## src/rtl/parc_core_rob_ctrl.sv

```systemverilog
// Reorder-buffer control: in-order slot allocation, fill tracking, in-order retire.
// Ports: alloc_* (decode), rob_fill_*_Whl (writeback), rob_commit_*_Chl (commit), src*_ (lookup), count.
module parc_core_rob_ctrl #(
  parameter int ENTRIES   = 16,
  parameter int SLOT_BITS = 4
) (
  input  logic                 clk,
  input  logic                 reset,
  input  logic                 alloc_val,
  output logic                 alloc_rdy,
  input  logic                 alloc_wen,
  input  logic [4:0]           alloc_waddr,
  output logic [SLOT_BITS-1:0] alloc_slot,
  input  logic                 rob_fill_wen_Whl,
  input  logic [SLOT_BITS-1:0] rob_fill_slot_Whl,
  output logic                 rob_commit_wen_Chl,
  output logic [SLOT_BITS-1:0] rob_commit_slot_Chl,
  output logic [4:0]           rob_commit_waddr_Chl,
  input  logic [4:0]           src0_addr,
  input  logic [4:0]           src1_addr,
  output logic                 src0_hit,
  output logic                 src1_hit,
  output logic                 src0_pending,
  output logic                 src1_pending,
  output logic [SLOT_BITS-1:0] src0_slot,
  output logic [SLOT_BITS-1:0] src1_slot,
  output logic [SLOT_BITS:0]   count
);

  localparam logic [SLOT_BITS:0] FULL =
    (SLOT_BITS+1)'(ENTRIES);

  typedef struct packed {
    logic                 hit;
    logic                 pend;
    logic [SLOT_BITS-1:0] slot;
  } look_t;

  logic [ENTRIES-1:0]   valid_q;
  logic [ENTRIES-1:0]   filled_q;
  logic [ENTRIES-1:0]   wen_q;
  logic [4:0]           waddr_q [ENTRIES];
  logic [SLOT_BITS-1:0] head_q;
  logic [SLOT_BITS-1:0] tail_q;
  logic [SLOT_BITS:0]   count_q;

  logic alloc_fire;
  logic retire;
  logic fill_ok;
  look_t look0;
  look_t look1;

  assign alloc_rdy  = (count_q != FULL);
  assign alloc_fire = alloc_val & alloc_rdy;
  assign alloc_slot = tail_q;
  assign count      = count_q;

  assign retire  = valid_q[head_q] & filled_q[head_q];
  assign fill_ok = rob_fill_wen_Whl
                 & valid_q[rob_fill_slot_Whl];

  assign rob_commit_slot_Chl  = head_q;
  assign rob_commit_waddr_Chl = waddr_q[head_q];
  assign rob_commit_wen_Chl   = retire
                              & wen_q[head_q]
                              & (waddr_q[head_q] != 5'd0);

  // Walk from the oldest position (tail-ENTRIES) to the
  // youngest (tail-1); later matches overwrite, so the
  // youngest writer wins.
  function automatic look_t lookup(
    input logic [4:0] a
  );
    look_t r;
    logic [SLOT_BITS-1:0] idx;
    r = '0;
    for (int k = ENTRIES; k >= 1; k--) begin
      idx = tail_q - SLOT_BITS'(k);
      if ((a != 5'd0) && valid_q[idx] &&
          wen_q[idx] && (waddr_q[idx] == a)) begin
        r.hit  = 1'b1;
        r.slot = idx;
        r.pend = ~filled_q[idx];
      end
    end
    return r;
  endfunction

  always_comb begin
    look0 = lookup(src0_addr);
    look1 = lookup(src1_addr);
  end

  assign src0_hit     = look0.hit;
  assign src0_pending = look0.pend;
  assign src0_slot    = look0.slot;
  assign src1_hit     = look1.hit;
  assign src1_pending = look1.pend;
  assign src1_slot    = look1.slot;

  // Alloc writes last so a fresh slot always starts
  // unfilled; it never collides with the head slot
  // because alloc is blocked at full.
  always_ff @(posedge clk or negedge reset) begin
    if (!reset) begin
      valid_q  <= '0;
      filled_q <= '0;
      wen_q    <= '0;
      head_q   <= '0;
      tail_q   <= '0;
      count_q  <= '0;
      for (int i = 0; i < ENTRIES; i++)
        waddr_q[i] <= '0;
    end else begin
      if (fill_ok)
        filled_q[rob_fill_slot_Whl] <= 1'b1;
      if (retire) begin
        valid_q[head_q] <= 1'b0;
        head_q          <= head_q + 1'b1;
      end
      if (alloc_fire) begin
        valid_q[tail_q]  <= 1'b1;
        filled_q[tail_q] <= 1'b0;
        wen_q[tail_q]    <= alloc_wen;
        waddr_q[tail_q]  <= alloc_waddr;
        tail_q           <= tail_q + 1'b1;
      end
      unique case ({alloc_fire, retire})
        2'b10:   count_q <= count_q + 1'b1;
        2'b01:   count_q <= count_q - 1'b1;
        default: count_q <= count_q;
      endcase
    end
  end

endmodule

```

## config.mk

```make
export PLATFORM = sky130hd
export DESIGN_NAME = parc_core_rob_ctrl
export DESIGN_NICKNAME = d
export VERILOG_FILES = /design/src/rtl/parc_core_rob_ctrl.sv
export SDC_FILE = /design/constraint.sdc
export NUM_CORES = 1
export LEC_CHECK = 0
export CORE_UTILIZATION = 60
export DETAILED_ROUTE_END_ITERATION = 6
export MAX_ROUTING_LAYER = met4
export PLACE_DENSITY = 0.87
export REMOVE_ABC_BUFFERS = 1
export SLEW_MARGIN = 20
export SYNTH_ARGS = -nofsm -noshare
export SYNTH_HDL_FRONTEND = slang
export SYNTH_SLANG_ARGS = --single-unit
export TNS_END_PERCENT = 30
```

## constraint.sdc

```tcl
create_clock -name clk -period 9.25 [get_ports clk]
set_input_delay 2.775 -clock clk [delete_from_list [all_inputs] [get_ports clk]]
set_output_delay 2.775 -clock clk [all_outputs]
set_load 0.02 [all_outputs]
```

==> results.sh, run 1 <==
export IMPL_outcome="completed"
export IMPL_cts_sinks=141
export IMPL_hold_path_cell_count=1
export IMPL_crit_arrival_ns=6.29
export IMPL_synthArstFlopShare=1.00
export IMPL_grt_total_usage=0.486
export IMPL_dp_cells=2038
export IMPL_pin_count=56
export IMPL_viasPerCell=8.04
export IMPL_yosys_area_share_simple=0.117
export IMPL_first_iter_violations=2817
export IMPL_yosysMostFrequentCell="mux4_2"
export IMPL_ant_nets=0
export IMPL_synth_seq_cells=141
export IMPL_rsz0062_at_grt="false"
export IMPL_hold_viol=0
export IMPL_setup_viol=0
export IMPL_synth_cell_types=94
export IMPL_clk_pin_slew_ns=0.06
export IMPL_synthTopCellsByArea="mux4_2, dfrtp_1, mux2_2, mux2i_1, xnor2_1"
export IMPL_endpoint_kind="output pin"
export IMPL_cts_root_buf="clkbuf_16"
export IMPL_grt_overflow=0
export IMPL_met1Wirelength_um=24400
export IMPL_final_nets=1714
export IMPL_routedWlPerCell_um=34.0
export IMPL_grt_max_degree=119
export IMPL_start_kind="input port"
export IMPL_cts_resized=0
export IMPL_crit_type="in2out"
export IMPL_portBuffers=55
export IMPL_min_path_type="reg2reg"
export IMPL_slew_headroom=0.330
export IMPL_critPathMaxFanout=12
export IMPL_cp_required_ns=6.48
export IMPL_drtPass1Iterations=7
export IMPL_synth_top_family_by_area="multiplexers"
export IMPL_grt_pass1_vias=15900
export IMPL_gp_congestion=1.09
export IMPL_clock_latency_ns=0.46
export IMPL_top_layer_used="met4"
export IMPL_crit_start="src1_addr[4]"
export IMPL_drive_gt1_frac=0.296
export IMPL_yosys_most_used_dff="dfrtp_1"
export IMPL_syn_area_per_cell_um2=10.9
export IMPL_skew_ns=0.0227
export IMPL_synth_edf_count=0
export IMPL_hold_buffers=0
export IMPL_yosys_warnings=0
export IMPL_regArea_mm2=0.00354
export IMPL_htreeDepth=4
export IMPL_synthTopCellsByCount="mux4_2, dfrtp_1, xnor2_1"
export IMPL_rr_worst_depth=13
export IMPL_worstPathCellList="clkdlybuf4s50_1 > buf_4 > xor2_1 > nor4_1 > a211oi_1 > o21ai_1 > a21oi_1 > o31a_1 > o31a_1 > clkdlybuf4s50_1"
export IMPL_syn_inst=1652
export IMPL_antenna_found_initial=0
export IMPL_period_minus_slack_ns=9.06
export IMPL_multi_input_area_mm2=0.0137
export IMPL_slew_viol_final=0
export IMPL_drc=0
export IMPL_cts_buffers=17
export IMPL_rows=63
export IMPL_cts_path_max_buffers=2
export IMPL_dp_final_hpwl_um=52700
export IMPL_initial_core_util=0.609
export IMPL_cts_tree="done"
export IMPL_met3RoutedLength_um=8780
export IMPL_finalWirelength_um=70400
export IMPL_synthMuxAreaShare=0.437
export IMPL_timing_final_crit_share=0.980
export IMPL_cp_slowest_stage_delay_ns=0.76
export IMPL_vias=16600
export IMPL_syn_to_final_growth_pct=9.67
export IMPL_post_cts_setup_buffers=0
export IMPL_hp_start="count[4]"
export IMPL_worst_slew_pin_slew_ns=1.01
export IMPL_synth_seq_area_share=0.196
export IMPL_yosysTopAreaCellShare=0.297
export IMPL_fp_dieW_um=175
export IMPL_cap_violations=0
export IMPL_synth_compound_area_frac=0.0974
export IMPL_r2r_start="rob_commit_slot_Chl[3]"
export IMPL_crit_path_top_delay_cell="nor4_1"
export IMPL_die_h_um=175
export IMPL_wl_met2_um=31900
export IMPL_grt_pass1_wl_um=105000
export IMPL_max_freq_ghz=0.110
export IMPL_synthAdderAreaFrac=0.0164
export IMPL_synth_xor_area_share=0.0927
export IMPL_instances_no_fill=2070
export IMPL_syn_area_mm2=0.0180
export IMPL_diodes=0
export IMPL_synth_area_leader_cell="mux4_2"
export IMPL_core_mm2=0.0296
export IMPL_n_fill_cell=2174
export IMPL_die_area_mm2=0.0307
[stage by stage]
| stage | util | hold WS [ns] | setup slack [ns] | TNS [ns] | cell area, um2 |
|---|---|---|---|---|---|
| floorplan | - | 0.512 | -4.26 | -48.25 | 17300 |
| global placement | 0.646 | 0.483 | 0.255 | 0 | 19100 |
| detailed placement | 0.647 | 0.489 | 0.248 | 0 | 19100 |
| CTS | 0.667 | 0.501 | 0.240 | 0 | 19700 |
| global route | 0.667 | 0.530 | 0.0294 | 0 | 19700 |
| finish | 0.667 | 0.495 | 0.185 | 0 | 19700 |
[cells by family after synthesis]
logic type	count (synthesis)
buffers and inverters	164
flip-flops	141
XOR/XNOR	187
AND/OR/NAND/NOR	408
AO/OA/AOI/OAI	263
multiplexers	466
adder cells (fa/ha/maj)	23
[path summary, 6_finish.rpt]
kind                       slack [ns]             to
max                              0.19   src1_slot[0]
min                              0.50       count[4]
max reg2reg                      5.43       count[4]
min reg2reg                      0.50       count[4]
max in group asynchronous        5.43  alloc_slot[1]
min in group asynchronous        2.33    waddr_q[72]
[final cells by class]
type                       count  share of cell area
clock buffer                  18              0.0223
clock inverter                14             0.00881
inverter                      22             0.00431
multi-input combinational   1347               0.697
sequential                   141               0.179
timing repair buffer         138              0.0640
tap                          390              0.0247
[metal layers]
metal / global-route usage / vias to the layer above
li1: - / 6549
met1: 0.606 / 8140
met3: 0.117 / 374
met2: 0.726 / 1571
met5: - / -
met4: 0.281 / 0
[state kept, by name, summed over array words and instances, names as in the netlist]
name,flops
waddr_q,80
filled_q,16
valid_q,16
wen_q,16
count,5
alloc_slot,4
rob_commit_slot_Chl,4
[placed cells by master, fill, tap and decap left out, types with 29 or more instances in the layout]
master	count
xnor2_1	127
nand3_1	59
nand4_1	29
buf_4	76
mux2_2	107
mux4_2	237
nand2_1	115
xor2_1	52
dfrtp_1	137
mux2i_1	116
o21ai_0	69
a21oi_1	45
nor2_1	60
clkdlybuf4s50_1	54
[critical path: cells and delay by family]
family                 cells  cell delay [ns]
AND/OR/NAND/NOR            1             0.76
buffers and inverters      3             1.52
AO/OA/AOI/OAI              5             1.12
XOR/XNOR                   1             0.11
Power of run 1 is not shown: default switching activity piles up to over one toggle a cycle in this logic, so the estimate is an artifact.
==> inputs of run 2 (changes only) <==
==> constraint.sdc (replaced) <==
create_clock -name clk -period 9.25 [get_ports clk]
set_input_delay 2.775 -clock clk [delete_from_list [all_inputs] [get_ports clk]]
set_output_delay 2.775 -clock clk [all_outputs]
set_load 0.005 [all_outputs]
==> results.sh, run 2 (synthesis results as in run 1) <==
export IMPL_largest_register_ffs=80
export IMPL_rsz0062_at_grt="false"
export IMPL_crit_path_top_delay_cell="clkdlybuf4s50_1"
export IMPL_slew_headroom=0.250
export IMPL_cts_resized=0
export IMPL_cts_path_max_buffers=2
export IMPL_skew_ns=0.0127
export IMPL_grt_met3_usage=0.112
export IMPL_cts_sinks=141
export IMPL_grt_overflow=0
export IMPL_max_freq_ghz=0.112
export IMPL_syn_to_final_growth_pct=9.24
export IMPL_final_nets=1710
export IMPL_drc=19
export IMPL_viasPerCell=8.12
export IMPL_crit_family="buffers and inverters"
export IMPL_final_common_cell="mux4_2"
export IMPL_rows=63
export IMPL_clock_latency_ns=0.45
export IMPL_final_cell_mix="mux4_2, dfrtp_1, xnor2_1, mux2i_1, nand2_1"
export IMPL_met1_usage=0.611
export IMPL_dp_final_hpwl_um=51700
export IMPL_cts_root_buf="clkbuf_16"
export IMPL_regArea_mm2=0.00354
export IMPL_endpoint_kind="output pin"
export IMPL_outcome="finished, violations left"
export IMPL_min_path_type="reg2reg"
export IMPL_slew_viol_final=0
export IMPL_first_iter_violations=2860
export IMPL_cap_violations=0
export IMPL_grt_max_degree=123
export IMPL_setup_viol=0
export IMPL_portBuffers=55
export IMPL_worst_slew_pin_slew_ns=1.12
export IMPL_n_fill_cell=2122
export IMPL_grt_total_usage=0.487
export IMPL_crit_type="in2out"
export IMPL_cp_slowest_stage_delay_ns=0.52
export IMPL_grt_pass1_vias=15900
export IMPL_gr_usage_met2=0.711
export IMPL_gp_congestion=1.18
export IMPL_fp_dieW_um=175
export IMPL_crit_buf_inv=4
export IMPL_top_register="waddr_q"
export IMPL_crit_arrival_ns=6.18
export IMPL_routedWlPerCell_um=34.3
export IMPL_drtPass1Iterations=7
export IMPL_cts_tree="done"
export IMPL_period_minus_slack_ns=8.96
export IMPL_pin_count=56
export IMPL_antenna_found_initial=0
export IMPL_multi_input_area_mm2=0.0138
export IMPL_cp_required_ns=6.48
export IMPL_finalWirelength_um=70900
export IMPL_die_h_um=175
export IMPL_clk_pin_slew_ns=0.07
export IMPL_timing_final_crit_share=0.968
export IMPL_die_area_mm2=0.0307
export IMPL_critPathMaxFanout=9
export IMPL_hold_slack_ns=0.501
export IMPL_hold_buffers=0
export IMPL_initial_core_util=0.609
export IMPL_hold_viol=0
export IMPL_core_mm2=0.0296
export IMPL_start_kind="input port"
export IMPL_drive_gt1_frac=0.295
export IMPL_grt_pass1_wl_um=105000
export IMPL_worstPathCellList="clkdlybuf4s50_1 > nor3_1 > and2_1 > buf_4 > nor3_1 > buf_4 > and2_1 > o311ai_0 > o2111ai_1 > a211o_1 > a21oi_1 > clkdlybuf4s50_1"
export IMPL_post_cts_setup_buffers=0
export IMPL_ant_nets=0
export IMPL_vias=16800
export IMPL_cts_buffers=17
export IMPL_grt_busiest_layer="met2"
export IMPL_violations="DRC"
export IMPL_diodes=0
export IMPL_htreeDepth=4
run 2: cell types whose count changed in the layout (fill, tap and decap cells not counted), sizes merged:
cell,before,now
inv,28,27
clkinv,6,5
clkinvlp,0,3
buf,84,80
bufinv,2,1
run 2: final cells by class:
| cell class | count | area share |
|---|---|---|
| well taps | 390 | 0.0248 |
| multi-input cells | 1347 | 0.700 |
| repair buffers | 134 | 0.0614 |
| clock buffers | 18 | 0.0218 |
| flip-flops and latches | 141 | 0.180 |
| clock inverters | 14 | 0.00783 |
| inverters | 22 | 0.00433 |
run 2: stage by stage:
stage / setup TNS, ns / area (um2) / instances / worst slack (ns) / utilization
2_1_floorplan: -45.16 / 17300 / 1510 / -3.91 / -
3_3_place_gp: 0 / 19100 / 2034 / 0.380 / 0.645
4_1_cts: 0 / 19600 / 2066 / 0.365 / 0.664
3_5_place_dp: 0 / 19100 / 2034 / 0.373 / 0.645
5_1_grt: 0 / 19700 / 2066 / 0.141 / 0.665
6_report: 0 / 19700 / 2066 / 0.294 / 0.665
run 2: path summary, 6_finish.rpt:
check | from | end | slack (ns) | cells after the start
max | src0_addr[1] | src0_slot[2] | 0.29 | 12
min | count[4] | count[4] | 0.50 | 1
max reg2reg | rob_commit_slot_Chl[3] | count[4] | 5.43 | 13
min reg2reg | count[4] | count[4] | 0.50 | 1
max in group asynchronous | reset | alloc_slot[1] | 5.43 | 2
min in group asynchronous | reset | waddr_q[77] | 2.32 | 1
run 2: metal layers:
layer / wire (um) / part of all wire
met1: 24100 / 0.34
met2: 31300 / 0.44
met3: 9470 / 0.13
met4: 6030 / 0.085
met5: 0 / 0
run 2: worst register-to-register path, cell delays in order (launching register included):
cell	delay, ns
dfrtp_1	1.00
o21ai_0	0.29
nand2_1	0.12
o21ai_0	0.10
a21oi_1	0.69
ha_1	0.39
inv_1	0.11
fa_1	0.41
inv_1	0.07
a21o_1	0.11
a21oi_1	0.09
xnor2_1	0.13
nor2_1	0.11
xor2_1	0.15
Power of run 2 is left out for the same reason.
